**config.mk**
```make
export PLATFORM = sky130hd
export DESIGN_NAME = nlfsr_seq_ctrl_flat
export DESIGN_NICKNAME = d
export VERILOG_FILES = /design/src/rtl/nlfsr_seq_ctrl_if.sv /design/src/rtl/nlfsr_seq_ctrl.sv /design/src/flat_wrapper.sv
export SDC_FILE = /design/constraint.sdc
export NUM_CORES = 1
export LEC_CHECK = 0
export ABC_AREA = 0
export BUFFER_PORTS_ARGS = -buffer_cell sky130_fd_sc_hd__clkbuf_2
export CORE_ASPECT_RATIO = 2
export CORE_MARGIN = 4
export CORE_UTILIZATION = 38
export DETAILED_ROUTE_END_ITERATION = 10
export GPL_ROUTABILITY_DRIVEN = 1
export PLACE_DENSITY_LB_ADDON = 0.12
export SLEW_MARGIN = 20
export SYNTH_ARGS = -nofsm -noshare
export SYNTH_HDL_FRONTEND = slang
export SYNTH_SLANG_ARGS = --single-unit
```
**constraint.sdc**
```tcl
create_clock -name clk -period 3 [get_ports clk]
set_input_delay 0.15 -clock clk [delete_from_list [all_inputs] [get_ports clk]]
set_output_delay 0.15 -clock clk [all_outputs]
set_load 0.01 [all_outputs]
```
**src/rtl/nlfsr_seq_ctrl_if.sv**
```systemverilog
// Readout handshake between the NLFSR sequencer and the post-processing side.
interface nlfsr_seq_ctrl_if #(
  parameter int unsigned OUT_W = 8
);
  logic [OUT_W-1:0] out_data;
  logic             out_valid;
  logic             out_ready;

  modport master (output out_data, output out_valid, input out_ready);
  modport slave  (input out_data, input out_valid, output out_ready);
endinterface

```
**src/rtl/nlfsr_seq_ctrl.sv**
```systemverilog
// Sequencer for a 17-stage NLFSR entropy core: seed load, warbler init, bit harvest.
// Optional repetition-count health test enabled by defining NLFSR_SEQ_HEALTH_EN.
module nlfsr_seq_ctrl #(
  parameter int unsigned SEED_W      = 17,
  parameter int unsigned INIT_CYCLES = 64,
  parameter int unsigned OUT_W       = 8
`ifdef NLFSR_SEQ_HEALTH_EN
  , parameter int unsigned RCT_LIMIT = 32
`endif
) (
  input  logic              clk,
  input  logic              rst_n,
  input  logic              start,
  input  logic              stop,
  input  logic [SEED_W-1:0] seed,
  input  logic              a0,
  output logic              load,
  output logic              d1,
  output logic              init,
  output logic              nlfsr3_ce,
  nlfsr_seq_ctrl_if.master  rd,
  output logic              busy,
  output logic              drop,
  output logic              running
`ifdef NLFSR_SEQ_HEALTH_EN
  , output logic            health_fail
`endif
);

  localparam int unsigned PH_MAX = (SEED_W > INIT_CYCLES) ? SEED_W : INIT_CYCLES;
  localparam int unsigned PH_W   = (PH_MAX > 1) ? $clog2(PH_MAX) : 1;
  localparam int unsigned CNT_W  = (OUT_W > 1) ? $clog2(OUT_W) : 1;
`ifdef NLFSR_SEQ_HEALTH_EN
  localparam int unsigned RL_W   = $clog2(RCT_LIMIT + 1);
`endif

  typedef enum logic [1:0] {ST_IDLE, ST_LOAD, ST_INIT, ST_RUN} state_t;

  state_t             state_q, state_d;
  logic [PH_W-1:0]    ph_q, ph_d;
  logic [SEED_W-1:0]  sreg_q, sreg_d;
  logic [OUT_W-1:0]   coll_q, coll_d, word_c;
  logic [CNT_W-1:0]   cnt_q, cnt_d;
  logic [OUT_W-1:0]   data_q, data_d;
  logic               valid_q, valid_d;
  logic               drop_q, drop_d;
  logic               load_q, load_d, d1_q, d1_d, init_q, init_d;
  logic               nce_q, nce_d, run_q, run_d;
`ifdef NLFSR_SEQ_HEALTH_EN
  logic [RL_W-1:0]    rl_q, rl_d;
  logic               last_q, last_d, hf_q, hf_d;
`endif

  // Next-state, datapath and registered-output decode
  always_comb begin
    state_d = state_q;
    ph_d    = ph_q;
    sreg_d  = sreg_q;
    coll_d  = coll_q;
    cnt_d   = cnt_q;
    data_d  = data_q;
    valid_d = valid_q;
    drop_d  = drop_q;
    load_d  = 1'b0;
    d1_d    = 1'b0;
    init_d  = 1'b0;
    nce_d   = 1'b0;
    run_d   = 1'b0;
    word_c  = coll_q;
    word_c[cnt_q] = a0;
`ifdef NLFSR_SEQ_HEALTH_EN
    rl_d    = rl_q;
    last_d  = last_q;
    hf_d    = hf_q;
`endif
    if (valid_q && rd.out_ready) valid_d = 1'b0;

    if (state_q != ST_IDLE && stop) begin
      state_d = ST_IDLE;
      ph_d    = '0;
      cnt_d   = '0;
      coll_d  = '0;
`ifdef NLFSR_SEQ_HEALTH_EN
      rl_d    = '0;
`endif
    end else begin
      case (state_q)
        ST_IDLE: begin
          if (start && !stop) begin
            state_d = ST_LOAD;
            ph_d    = '0;
            sreg_d  = seed >> 1;
            d1_d    = seed[0];
            load_d  = 1'b1;
            drop_d  = 1'b0;
            cnt_d   = '0;
            coll_d  = '0;
`ifdef NLFSR_SEQ_HEALTH_EN
            rl_d    = '0;
            hf_d    = 1'b0;
`endif
          end
        end
        ST_LOAD: begin
          if (ph_q == PH_W'(SEED_W - 1)) begin
            state_d = ST_INIT;
            ph_d    = '0;
            init_d  = 1'b1;
            nce_d   = 1'b1;
          end else begin
            ph_d   = ph_q + PH_W'(1);
            load_d = 1'b1;
            d1_d   = sreg_q[0];
            sreg_d = sreg_q >> 1;
          end
        end
        ST_INIT: begin
          if (ph_q == PH_W'(INIT_CYCLES - 1)) begin
            state_d = ST_RUN;
            ph_d    = '0;
            run_d   = 1'b1;
          end else begin
            ph_d   = ph_q + PH_W'(1);
            init_d = 1'b1;
            nce_d  = 1'b1;
          end
        end
        ST_RUN: begin
          run_d = 1'b1;
          // A completed word goes to the output register unless it is still occupied
          if (cnt_q == CNT_W'(OUT_W - 1)) begin
            cnt_d  = '0;
            coll_d = '0;
            if (!valid_q || rd.out_ready) begin
              data_d  = word_c;
              valid_d = 1'b1;
            end else begin
              drop_d = 1'b1;
            end
          end else begin
            cnt_d  = cnt_q + CNT_W'(1);
            coll_d = word_c;
          end
`ifdef NLFSR_SEQ_HEALTH_EN
          last_d = a0;
          rl_d   = (rl_q != '0 && a0 == last_q) ? rl_q + RL_W'(1) : RL_W'(1);
          if (rl_d == RL_W'(RCT_LIMIT)) begin
            state_d = ST_IDLE;
            run_d   = 1'b0;
            hf_d    = 1'b1;
            cnt_d   = '0;
            coll_d  = '0;
            rl_d    = '0;
          end
`endif
        end
        default: state_d = ST_IDLE;
      endcase
    end
  end

  // State and datapath registers
  always_ff @(posedge clk) begin
    if (!rst_n) begin
      state_q <= ST_IDLE;
      ph_q    <= '0;
      sreg_q  <= '0;
      coll_q  <= '0;
      cnt_q   <= '0;
      data_q  <= '0;
      valid_q <= 1'b0;
      drop_q  <= 1'b0;
      load_q  <= 1'b0;
      d1_q    <= 1'b0;
      init_q  <= 1'b0;
      nce_q   <= 1'b0;
      run_q   <= 1'b0;
`ifdef NLFSR_SEQ_HEALTH_EN
      rl_q    <= '0;
      last_q  <= 1'b0;
      hf_q    <= 1'b0;
`endif
    end else begin
      state_q <= state_d;
      ph_q    <= ph_d;
      sreg_q  <= sreg_d;
      coll_q  <= coll_d;
      cnt_q   <= cnt_d;
      data_q  <= data_d;
      valid_q <= valid_d;
      drop_q  <= drop_d;
      load_q  <= load_d;
      d1_q    <= d1_d;
      init_q  <= init_d;
      nce_q   <= nce_d;
      run_q   <= run_d;
`ifdef NLFSR_SEQ_HEALTH_EN
      rl_q    <= rl_d;
      last_q  <= last_d;
      hf_q    <= hf_d;
`endif
    end
  end

  assign busy         = (state_q != ST_IDLE);
  assign load         = load_q;
  assign d1           = d1_q;
  assign init         = init_q;
  assign nlfsr3_ce    = nce_q;
  assign running      = run_q;
  assign drop         = drop_q;
  assign rd.out_data  = data_q;
  assign rd.out_valid = valid_q;
`ifdef NLFSR_SEQ_HEALTH_EN
  assign health_fail  = hf_q;
`endif

endmodule
```
**src/flat_wrapper.sv**
```systemverilog
// flat-port wrapper written by rule: the top's interface ports become plain ports
module nlfsr_seq_ctrl_flat 
#(
  parameter int unsigned SEED_W      = 17,
  parameter int unsigned INIT_CYCLES = 64,
  parameter int unsigned OUT_W       = 8

)
  (clk, rst_n, start, stop, seed, a0, load, d1, init, nlfsr3_ce, busy, drop, running, rd_out_data, rd_out_valid, rd_out_ready);
  nlfsr_seq_ctrl_if #(.OUT_W(OUT_W)) rd_i ();
  input  logic clk;
  input  logic rst_n;
  input  logic start;
  input  logic stop;
  input  logic [SEED_W-1:0] seed;
  input  logic a0;
  output logic load;
  output logic d1;
  output logic init;
  output logic nlfsr3_ce;
  output logic busy;
  output logic drop;
  output logic running;
  output wire logic [$bits(rd_i.out_data)-1:0] rd_out_data;
  output wire logic [$bits(rd_i.out_valid)-1:0] rd_out_valid;
  input wire logic [$bits(rd_i.out_ready)-1:0] rd_out_ready;
  assign rd_out_data = rd_i.out_data;
  assign rd_out_valid = rd_i.out_valid;
  assign rd_i.out_ready = rd_out_ready;
  nlfsr_seq_ctrl #(.SEED_W(SEED_W), .INIT_CYCLES(INIT_CYCLES), .OUT_W(OUT_W)) u_core (.clk(clk), .rst_n(rst_n), .start(start), .stop(stop), .seed(seed), .a0(a0), .load(load), .d1(d1), .init(init), .nlfsr3_ce(nlfsr3_ce), .rd(rd_i), .busy(busy), .drop(drop), .running(running));
endmodule
```
* Yosys cells after proc, flatten, opt, wreduce, memory -nomap -nowiden
Cells that the tools add are included.
** Word-level totals
- Register bits :: 50
- Bits of input ports :: 23
- Word-level logic and storage cells :: 89
** Cells by class
- Add/subtract/negate cells :: 2
- Magnitude comparators :: 2
- Equal/unequal tests :: 12
- Mux-type cells :: 40
- Bitwise operators :: 2
- Reduce and logical (&&, ||, !) cells :: 19
** Operator list (number)
- $mux W17 :: 2
- $pmux W17 S2 :: 1
- $mux W6 :: 3
- $pmux W6 S3 :: 1
- $mux W1 :: 16
- $mux W8 :: 2
- $pmux W8 S2 :: 1
- $reduce_and A4 Y1 :: 3
- $pmux W1 S2 :: 5
- $bwmux W8 :: 1
- $ne A2 B1 Y1 const B :: 4
- $add A6 B1 Y6 const B :: 1
- $eq A6 B5 Y1 const B :: 1
- $eq A6 B6 Y1 const B :: 1
- $mux W2 :: 3
- $mux W3 :: 2
- $pmux W2 S3 :: 1
- $pmux W3 S2 :: 1
- $reduce_bool A2 Y1 :: 3
- $reduce_and A5 Y1 :: 1
- $eq A2 B2 Y1 const B :: 2
- $logic_and A1 B1 Y1 :: 4
- $lt A3 B4 Y1 const B :: 1
- $ne A2 B2 Y1 const B :: 2
- 12 further kinds :: 15

* Depth between registers and ports, before layout
Gate-level depths: netlist (run 1).
- Word-level depth :: 7
- Gate-level depth with buffers :: 9
- Gate-level depth less buffers :: 6

* Worst setup path after synthesis (run 1)
No wires, ideal clock.
- Path kind :: flip-flop to flip-flop
- Start :: register u_core.state_q[0]
- End :: register u_core.sreg_q[10]
- Setup time :: 0.081 ns
- Arrival time :: 1.688 ns
- Setup slack :: 1.231 ns
- Cell stages (with the launch flop) :: 10
- Path buffers :: 3
- Period minus slack after synthesis :: 1.769 ns
- Cells stage by stage :: dfxtp_1 inv_1 ha_1 buf_4 nor2_1 nor3_4 and2_4 buf_6 buf_8 a211oi_2
** On the way
- Word-level cells in the longest chain between the ends :: 4
- Elaborated cells on any way between the ends :: 10
- Those cells by class :: eq/ne (3); mux (1); bitwise (1); reduce/logical (5)
** RTL lines
- start, declared :: line nlfsr_seq_ctrl.sv:39 : state_t state_q, state_d;
- start signal, assigned :: line nlfsr_seq_ctrl.sv:184 : state_q <= state_d;
- parallel branches: the longest is 4 deep, another holds $reduce_and A4 Y1
- end signal, assigned :: line nlfsr_seq_ctrl.sv:186 : sreg_q <= sreg_d;
- end, declared :: line nlfsr_seq_ctrl.sv:41 : logic [SEED_W-1:0] sreg_q, sreg_d;
Parallel ways; which one is timed is not known.
A chain may end at the register's enable or synchronous reset.

* Worst setup path after layout (run 1)
- Start :: register u_core.state_q[1]
- End :: register u_core.data_q[1] (netlist: u_core.rd.out_data[1])
** On the way
- Word-level cells in the longest chain between the ends :: 4
- Elaborated cells on any way between the ends :: 5
- Those cells by class :: eq/ne (1); bitwise (1); reduce/logical (3)
** RTL lines
- $reduce_bool A2 Y1 :: line nlfsr_seq_ctrl.sv:78 : if (state_q != ST_IDLE && stop) begin
- $logic_and A1 B1 Y1 :: line nlfsr_seq_ctrl.sv:78
- $not A1 Y1 (no source line)
- $reduce_and A4 Y1 (no source line) (*)
- end signal, assigned :: line nlfsr_seq_ctrl.sv:189 : data_q <= data_d;
- end, declared :: line nlfsr_seq_ctrl.sv:44 : logic [OUT_W-1:0] data_q, data_d;
Mark *: on every way between the ends. The rest lies on a longest branch, timed or not.

==> results of run 1 <==
[flip-flops by register name, indices dropped and copies added, names as in the netlist]
register	count
u_core.coll_q	8
u_core.ph_q	6
u_core.cnt_q	3
u_core.rd.out_data	8
u_core.rd.out_valid	1
u_core.d1	1
u_core.sreg_q	16
u_core.drop	1
u_core.load	1
u_core.running	1
u_core.state_q	2
u_core.init	1
[final cells by class]
| cell class | count | area (um^2) | share of cell area, % |
|---|---|---|---|
| sequential | 49 | 981 | 34.2 |
| inverter | 10 | 37.5 | 1.31 |
| clock buffer | 5 | 125 | 4.36 |
| tap | 86 | 108 | 3.75 |
| timing repair buffer | 43 | 228 | 7.94 |
| multi-input combinational | 170 | 1370 | 47.7 |
| clock inverter | 3 | 22.5 | 0.785 |
[worst max-delay path: stages (launching register included)]
cell      delay [ns]
dfxtp_1         0.36
inv_1           0.12
ha_1            0.42
nand2b_1        0.25
and4b_1         0.57
mux2i_1         0.25
nor2_1          0.05
[logic make-up after synthesis]
| logic type | share of synthesized area, % |
|---|---|
| muxes | 14.1 |
| and+or+nand+nor | 12.7 |
| DFF | 39.4 |
| adders and majority gates | 5.02 |
| buffers and inverters | 5.77 |
| xor gates and xnor gates | 1.41 |
| AOI/OAI and AO/OA | 21.7 |
[routing by layer]
layer / track usage [%] / vias up / wire (um)
met2: 27.9 / 33 / 3070
met3: 3.94 / 9 / 207
met5: 0 / - / 0
met4: 5.45 / 0 / 94
li1: - / 963 / -
met1: 16.4 / 893 / 2280
[metrics by stage]
step	hold WS [ns]	total power, uW	instance area [um^2]
2_1_floorplan	0.314	1380	2490
3_3_place_gp	0.413	1520	2720
3_5_place_dp	0.415	1520	2720
4_1_cts	0.100	2100	2870
5_1_grt	0.138	2190	2870
6_report	0.114	2060	2870
[worst min-delay path by stage]
stage             start                end  slack [ns]  cells past startpoint
6_report       seed[16]  u_core.sreg_q[15]        0.11                      3
5_1_grt        seed[16]  u_core.sreg_q[15]        0.14                      3
3_3_place_gp   seed[16]  u_core.sreg_q[15]        0.41                      3
4_1_cts        seed[16]  u_core.sreg_q[15]        0.10                      3
2_1_floorplan     rst_n        u_core.init        0.31                      2
3_5_place_dp   seed[16]  u_core.sreg_q[15]        0.41                      3
[report_power, final]
part / internal, uW / switching (uW) / total (uW)
clock network: 311 / 255 / 566
logic: 292 / 417 / 708
registers: 735 / 54.6 / 790
total: 1340 / 726 / 2060
[cells in the final DEF, fill, tap and decap left out, types with 2 or more instances in the layout]
cell type	n
nand2_1	3
a21oi_1	20
mux2i_1	26
buf_4	5
a22oi_1	11
inv_1	9
mux2_2	8
nor3b_1	3
a31oi_1	2
nor2_1	24
nand3b_1	4
nor2b_1	2
ha_1	10
clkbuf_2	38
clkinv_4	2
xnor2_1	4
nand3_1	5
clkbuf_16	5
a211oi_2	11
dfxtp_1	49
nor3_1	3
a21bo_2	3
a211oi_1	15
==> impl_results.md, run 1 <==
* Seq/Total Area, Yosys at between 30% and 40%
* Synth cell count leaders: 49 x dfxtp_1, 26 x mux2i_1, 24 x nor2_1
* Largest net degree at the start of global routing at 22
* Min Tclk post-route at 2.12 ns
* Syn. warnings at 0
* Period utilization at a little over two thirds
* Layout area overhead at 15.1%
* First-pass GRT wire length at between 9000 and 10000 um
* PwrDens at just over 700 mW/mm^2
* Dpl cells at between 300 and 400
* Leak at 0.00107 uW
* Gr ovfl total at 0
* Ys async rst share at 0%
* CTS Buffer Depth at 2
* RSZ-0062 raised after global routing: no
* Routed len/inst at roughly 15 um
* Reg clk slew, reported paths at 0.07 ns
* Row count at about 40
* Top cell type's share of synthesized area at between 30% and 40%
* Critical Path RT at around 3.2 ns
* Setup Buffers After CTS at 0
* Clock Skew at roughly 0.008 ns
* Number of synthesized register bits at 49
* Post-Syn Instances at between 200 and 250
* EDFF count, synth at 0
* Peak VDD IR at 0.371 mV
* Depth of the most critical reg-to-reg path at 6
* Final Hold Fails at 0
* FILL cells at just under 700
* CTS tree: yes
* Pins over their slew limit at 0
* Die Wd at 65.3 um
* Most common cell in the netlist: dfxtp_1
* Mapped cell area at ~0.0025 mm^2
* Crit path arrival time at approximately 2.3 ns
* # setup viols final at 0
* Initial Utilization at about two fifths
* Number of global-route vias before repair at 1934
* Layout cells sized above 1 at between 20% and 30%
* Max-Slew Margin vs Limit at a little under half
* Post-synth top area cell: dfxtp_1
* Clock latency on the worst-skew pair at just under 0.3 ns
* Setup TNS at 0 ns
* Crit path max fanout at 11
* Final WL at approximately 5700 um
* CTS buffer count at 5
* Highest clock rate at between 400 and 500 MHz
* Final nets at 312
* Clock root cell: clkbuf_16
* DIE AREA at roughly 0.0080 mm^2
* Critical Path End Type: register
* Hold-fix buffers, CTS at 0
* Post-Syn Nets at 280
* Placer congestion estimate at ~0.77
* Outcome: complete, no violations
* Critical Path Sink: u_core.rd.out_data[1]
* Worst R2R Start: u_core.state_q[1]
* Post-synth top flop: dfxtp_1
* Via density at 5.19
* Crit path kind: register to register
* Initial antenna violation count at 0
* H-tree levels at 2
* Distinct cells, synth at slightly above 40
* Hold crit path type: input pin to register
* Startpoint class of the critical path: register
* Non-filler cells, final at ~370
* CP startpoint: u_core.state_q[1]
* I/O pins at 39
* Vias at 1898
* Final worst slack at just under 0.9 ns
* Core ar. at around 0.0064 mm^2
* Worst R2R End: u_core.rd.out_data[1]
* Port Buffers at 38
* Dpl ws at roughly 0.9 ns
* Post-cts resize count at 0
* FF-to-FF setup slack at about 0.88 ns
* Top area cells in the synthesized netlist: dfxtp_1 39%, mux2i_1 10%, a211oi_2 5.5%
* Height of the die at between 100 and 150 um
* DRC Markers at 0
* Pre-antenna DRT Iters at 4
* Clock Sinks at between 40 and 50
* Worst Max-Slew Pin Slew at 0.782 ns
* Total GRT Usage at approximately 15%
* Hpwl dp at 4220 um
* Util after Layout at 45.1%
* Antenna Cells at 0
* Final ANT Viol Nets at 0
* Max Cap Violations at 0
* Syn Area/Cell at between 10 and 15 um^2
* Iteration-0 DRC Markers at 70
Note: power is estimated with default switching activity, not from simulation.
==> run 2: changes to the inputs <==
Settings changed: ABC_AREA 0 to 1.
Clock period 3 ns to 1.8 ns, I/O delays scaled along.
==> impl_results.md, run 2 <==
* Outcome: complete, no violations
* Gr ovfl total at 0 (unchanged)
* Critical Path End Type: register
* Die Wd at 65.9 um (+0.97%)
* First-pass GRT wire length at 10400 um (+10%)
* Antenna Cells at 0 (unchanged)
* Post-synth top area cell: dfxtp_1
* Startpoint class of the critical path: register
* Top cell type's share of synthesized area at 38.5% (-0.85 points)
* DIE AREA at 0.00816 mm^2 (+2.0%)
* Port Buffers at 38 (unchanged)
* Synth Area in Compound Gates at 14.0% (-7.7 points)
* RSZ-0062 raised after global routing: no
* PwrDens at 1360 mW/mm^2 (+88%)
* Number of global-route vias before repair at 2240 (+16%)
* Non-filler cells, final at 480 (+31%)
* Clock latency on the worst-skew pair at 0.30 ns (about the same)
* Hold Path Cell Cnt at 3 (unchanged)
* Max Cap Violations at 0 (unchanged)
* Iteration-0 DRC Markers at 138 (+97%)
* Row count at 42 (+2.4%)
* Leak at 0.00129 uW (+21%)
* Worst R2R End: u_core.coll_q[6]
* Peak VDD IR at 0.638 mV (+72%)
* Syn. warnings at 0 (unchanged)
* Setup Buffers After CTS at 0 (unchanged)
* Final WL at 6030 um (+6.7%)
* FF-to-FF setup slack at 0.15 ns (-0.72 ns)
* Max reg flops at 16 (unchanged)
* Top area cells in the synthesized netlist: dfxtp_1 39%, nand2_1 14%, nor2_1 7.2%
* Post-Syn Nets at 383 (+37%)
* Seq/Total Area, Yosys at 38.5% (-0.85 points)
* Worst Max-Slew Pin Slew at 0.463 ns (-0.319 ns)
* Final ANT Viol Nets at 0 (unchanged)
* Crit path arrival time at 1.87 ns (-0.43 ns)
* Min Tclk post-route at 1.65 ns (-0.478 ns)
* Highest clock rate at 608 MHz (+29%)
* Placer congestion estimate at 0.831 (+8.3%)
* Largest family of logic cells by synthesized area: simple AND/OR/NAND/NOR gates
* Final worst slack at 0.155 ns (-0.722 ns)
* Initial Utilization at 38.8% (-0.40 points)
* Dpl cells at 472 (+32%)
* Syn Area/Cell at 7.28 um^2 (-28%)
* Hold crit path type: input pin to register
* Commonest non-fill, non-tap cells in the layout: 93 x nand2_1, 49 x nor2_1, 49 x dfxtp_1
* Worst Hold End: u_core.sreg_q[15]
* Depth of the most critical reg-to-reg path at 6 (unchanged)
* Synth Area in Adders at 4.91% (-0.11 points)
* Pre-antenna DRT Iters at 4 (unchanged)
* Final Hold Fails at 0 (unchanged)
* Routed len/inst at 12.6 um (-19%)
* H-tree levels at 2 (unchanged)
* Largest net degree at the start of global routing at 25 (+14%)
* # setup viols final at 0 (unchanged)
* Vias at 2272 (+20%)
* CP startpoint: u_core.cnt_q[0]
* Initial antenna violation count at 0 (unchanged)
* Dpl ws at 0.0837 ns (-0.800 ns)
* Final nets at 424 (+36%)
* Critical Path RT at 2.02 ns (-1.16 ns)
* Setup TNS at 0 ns (unchanged)
* Clock root cell: clkbuf_16
* Clock Skew at 0.00795 ns (-0.00000946 ns)
* Reg with most FFs: u_core.sreg_q
* Worst-path cell chain: ha_1 -> ha_1 -> or2_4 -> a21oi_4 -> nand2_1 -> a21oi_1
* Crit path top cell by count: ha_1
* Reg clk slew, reported paths at 0.07 ns (about the same)
* Worst R2R Start: u_core.cnt_q[0]
* CTS Buffer Depth at 2 (unchanged)
* Worst path slowest cell: dfxtp_1
* Synth cell count leaders: 93 x nand2_1, 49 x dfxtp_1, 49 x nor2_1
* Height of the die at 124 um (+1.0%)
* Post-Syn Instances at 350 (+42%)
* HP Start: seed[16]
* Synth Area in XOR/XNOR at 0.688% (-0.72 points)
* FILL cells at 693 (+1.8%)
* Multiplexer share of the synthesized area at 0% (-14 points)
* Crit path max fanout at 9 (-2)
* Core ar. at 0.00657 mm^2 (+3.3%)
* Post-Layout Inst Area at 0.00298 mm^2 (+3.9%)
* Most common cell in the netlist: nand2_1
* Crit path kind: register to register
* Max-Slew Margin vs Limit at 69.1% (+21 points)
* Period utilization at 91.4% (+21 points)
* I/O pins at 39 (unchanged)
* Total GRT Usage at 16.5% (+1.3 points)
* CTS tree: yes
* Distinct cells, synth at 35 (-15%)
* Via density at 4.73 (-8.7%)
* Number of synthesized register bits at 49 (unchanged)
* Mapped cell area at 0.00255 mm^2 (+2.2%)
* Pins over their slew limit at 0 (unchanged)
* Placed instance area at 0.00283 mm^2 (+3.9%)
* Critical Path Max Stage Delay at 0.38 ns (-0.19 ns)
* CTS buffer count at 5 (unchanged)
* EDFF count, synth at 0 (unchanged)
* Layout area overhead at 17.0%
* Clock Sinks at 49 (unchanged)
* DRC Markers at 0 (unchanged)
* Layout cells sized above 1 at 23.0% (-5.3 points)
* Ys async rst share at 0% (unchanged)
* Post-Synth Simple-Gate Area at 33.8% (+21 points)
* Post-synth top flop: dfxtp_1
* Most common cell after layout, fill and taps aside: nand2_1
* Hpwl dp at 4640 um (+10%)
[run 2: cell count changes after synthesis, sizes merged, moves of 8 or more]
| cell | change |
|---|---|
| mux2 | -8 |
| o21ai | +34 |
| nand3 | +16 |
| inv | +19 |
| nor2 | +40 |
| mux2i | -26 |
| nand2 | +94 |
| a211oi | -25 |
| a22oi | -11 |
[run 2: logic make-up after synthesis]
group                    count (synthesis)
AO/OA/AOI/OAI                           59
XOR/XNOR                                 2
adder cells (fa/ha/maj)                 10
buffers and inverters                   40
flip-flops                              49
AND/OR/NAND/NOR                        190
[run 2: critical path, delay by kind of cell (launching register included)]
| family | cells | cell delay (ns) |
|---|---|---|
| adders and majority gates | 2 | 0.44 |
| AOI/OAI and AO/OA | 2 | 0.40 |
| DFF | 1 | 0.38 |
| and+or+nand+nor | 2 | 0.36 |
[run 2: cell type report]
type	instances	area [um^2]	area share (%)
clock inverter	3	25.0	0.840
clock buffer	5	125	4.20
inverter	29	121	4.07
timing repair buffer	45	255	8.56
multi-input combinational	261	1360	45.7
tap	88	110	3.69
sequential	49	981	32.9
[run 2: worst max-delay path by stage]
stage                             end  slack, ns  cells after the start
finish               u_core.coll_q[6]       0.15                      6
global route         u_core.sreg_q[9]       0.04                      7
CTS                    u_core.ph_q[3]       0.07                      7
detailed placement     u_core.ph_q[3]       0.08                      7
global placement       u_core.ph_q[3]       0.11                      7
floorplan           u_core.sreg_q[10]       0.24                     10
[run 2: power by group]
part           total [uW]  leakage [uW]  switching [uW]  internal, uW
Combinational        1750      0.000820            1130           622
Sequential           1330      0.000398            93.4          1240
Clock                 960     0.0000708             434           525
Total                4040       0.00129            1650          2390
[run 2: timing repair]
| action | in CTS | in global routing |
|---|---|---|
| hold endpoints to repair | 0 | 0 |
| endpoints found under the setup margin | 0 | 6 |
| hold buffers | 0 | 0 |
| gates resized for setup | 0 | 1 |
[run 2: layer usage]
layer / share of wire (%) / routed length, um / up-vias / track usage (%)
li1: - / - / 1201 / -
met5: 0 / 0 / - / 0
met2: 57 / 3410 / 39 / 31.2
met3: 3.5 / 212 / 10 / 3.70
met1: 38 / 2290 / 1022 / 17.2
met4: 2.0 / 119 / 0 / 6.23
[run 2: metrics by stage]
step                utilization, %  hold slack (ns)  total power (uW)
CTS                           45.3           0.0447              4100
global placement              43.0            0.373              3120
global route                  45.4           0.0714              4360
finish                        45.4           0.0508              4040
floorplan                        -            0.213              2740
detailed placement            43.0            0.364              3130
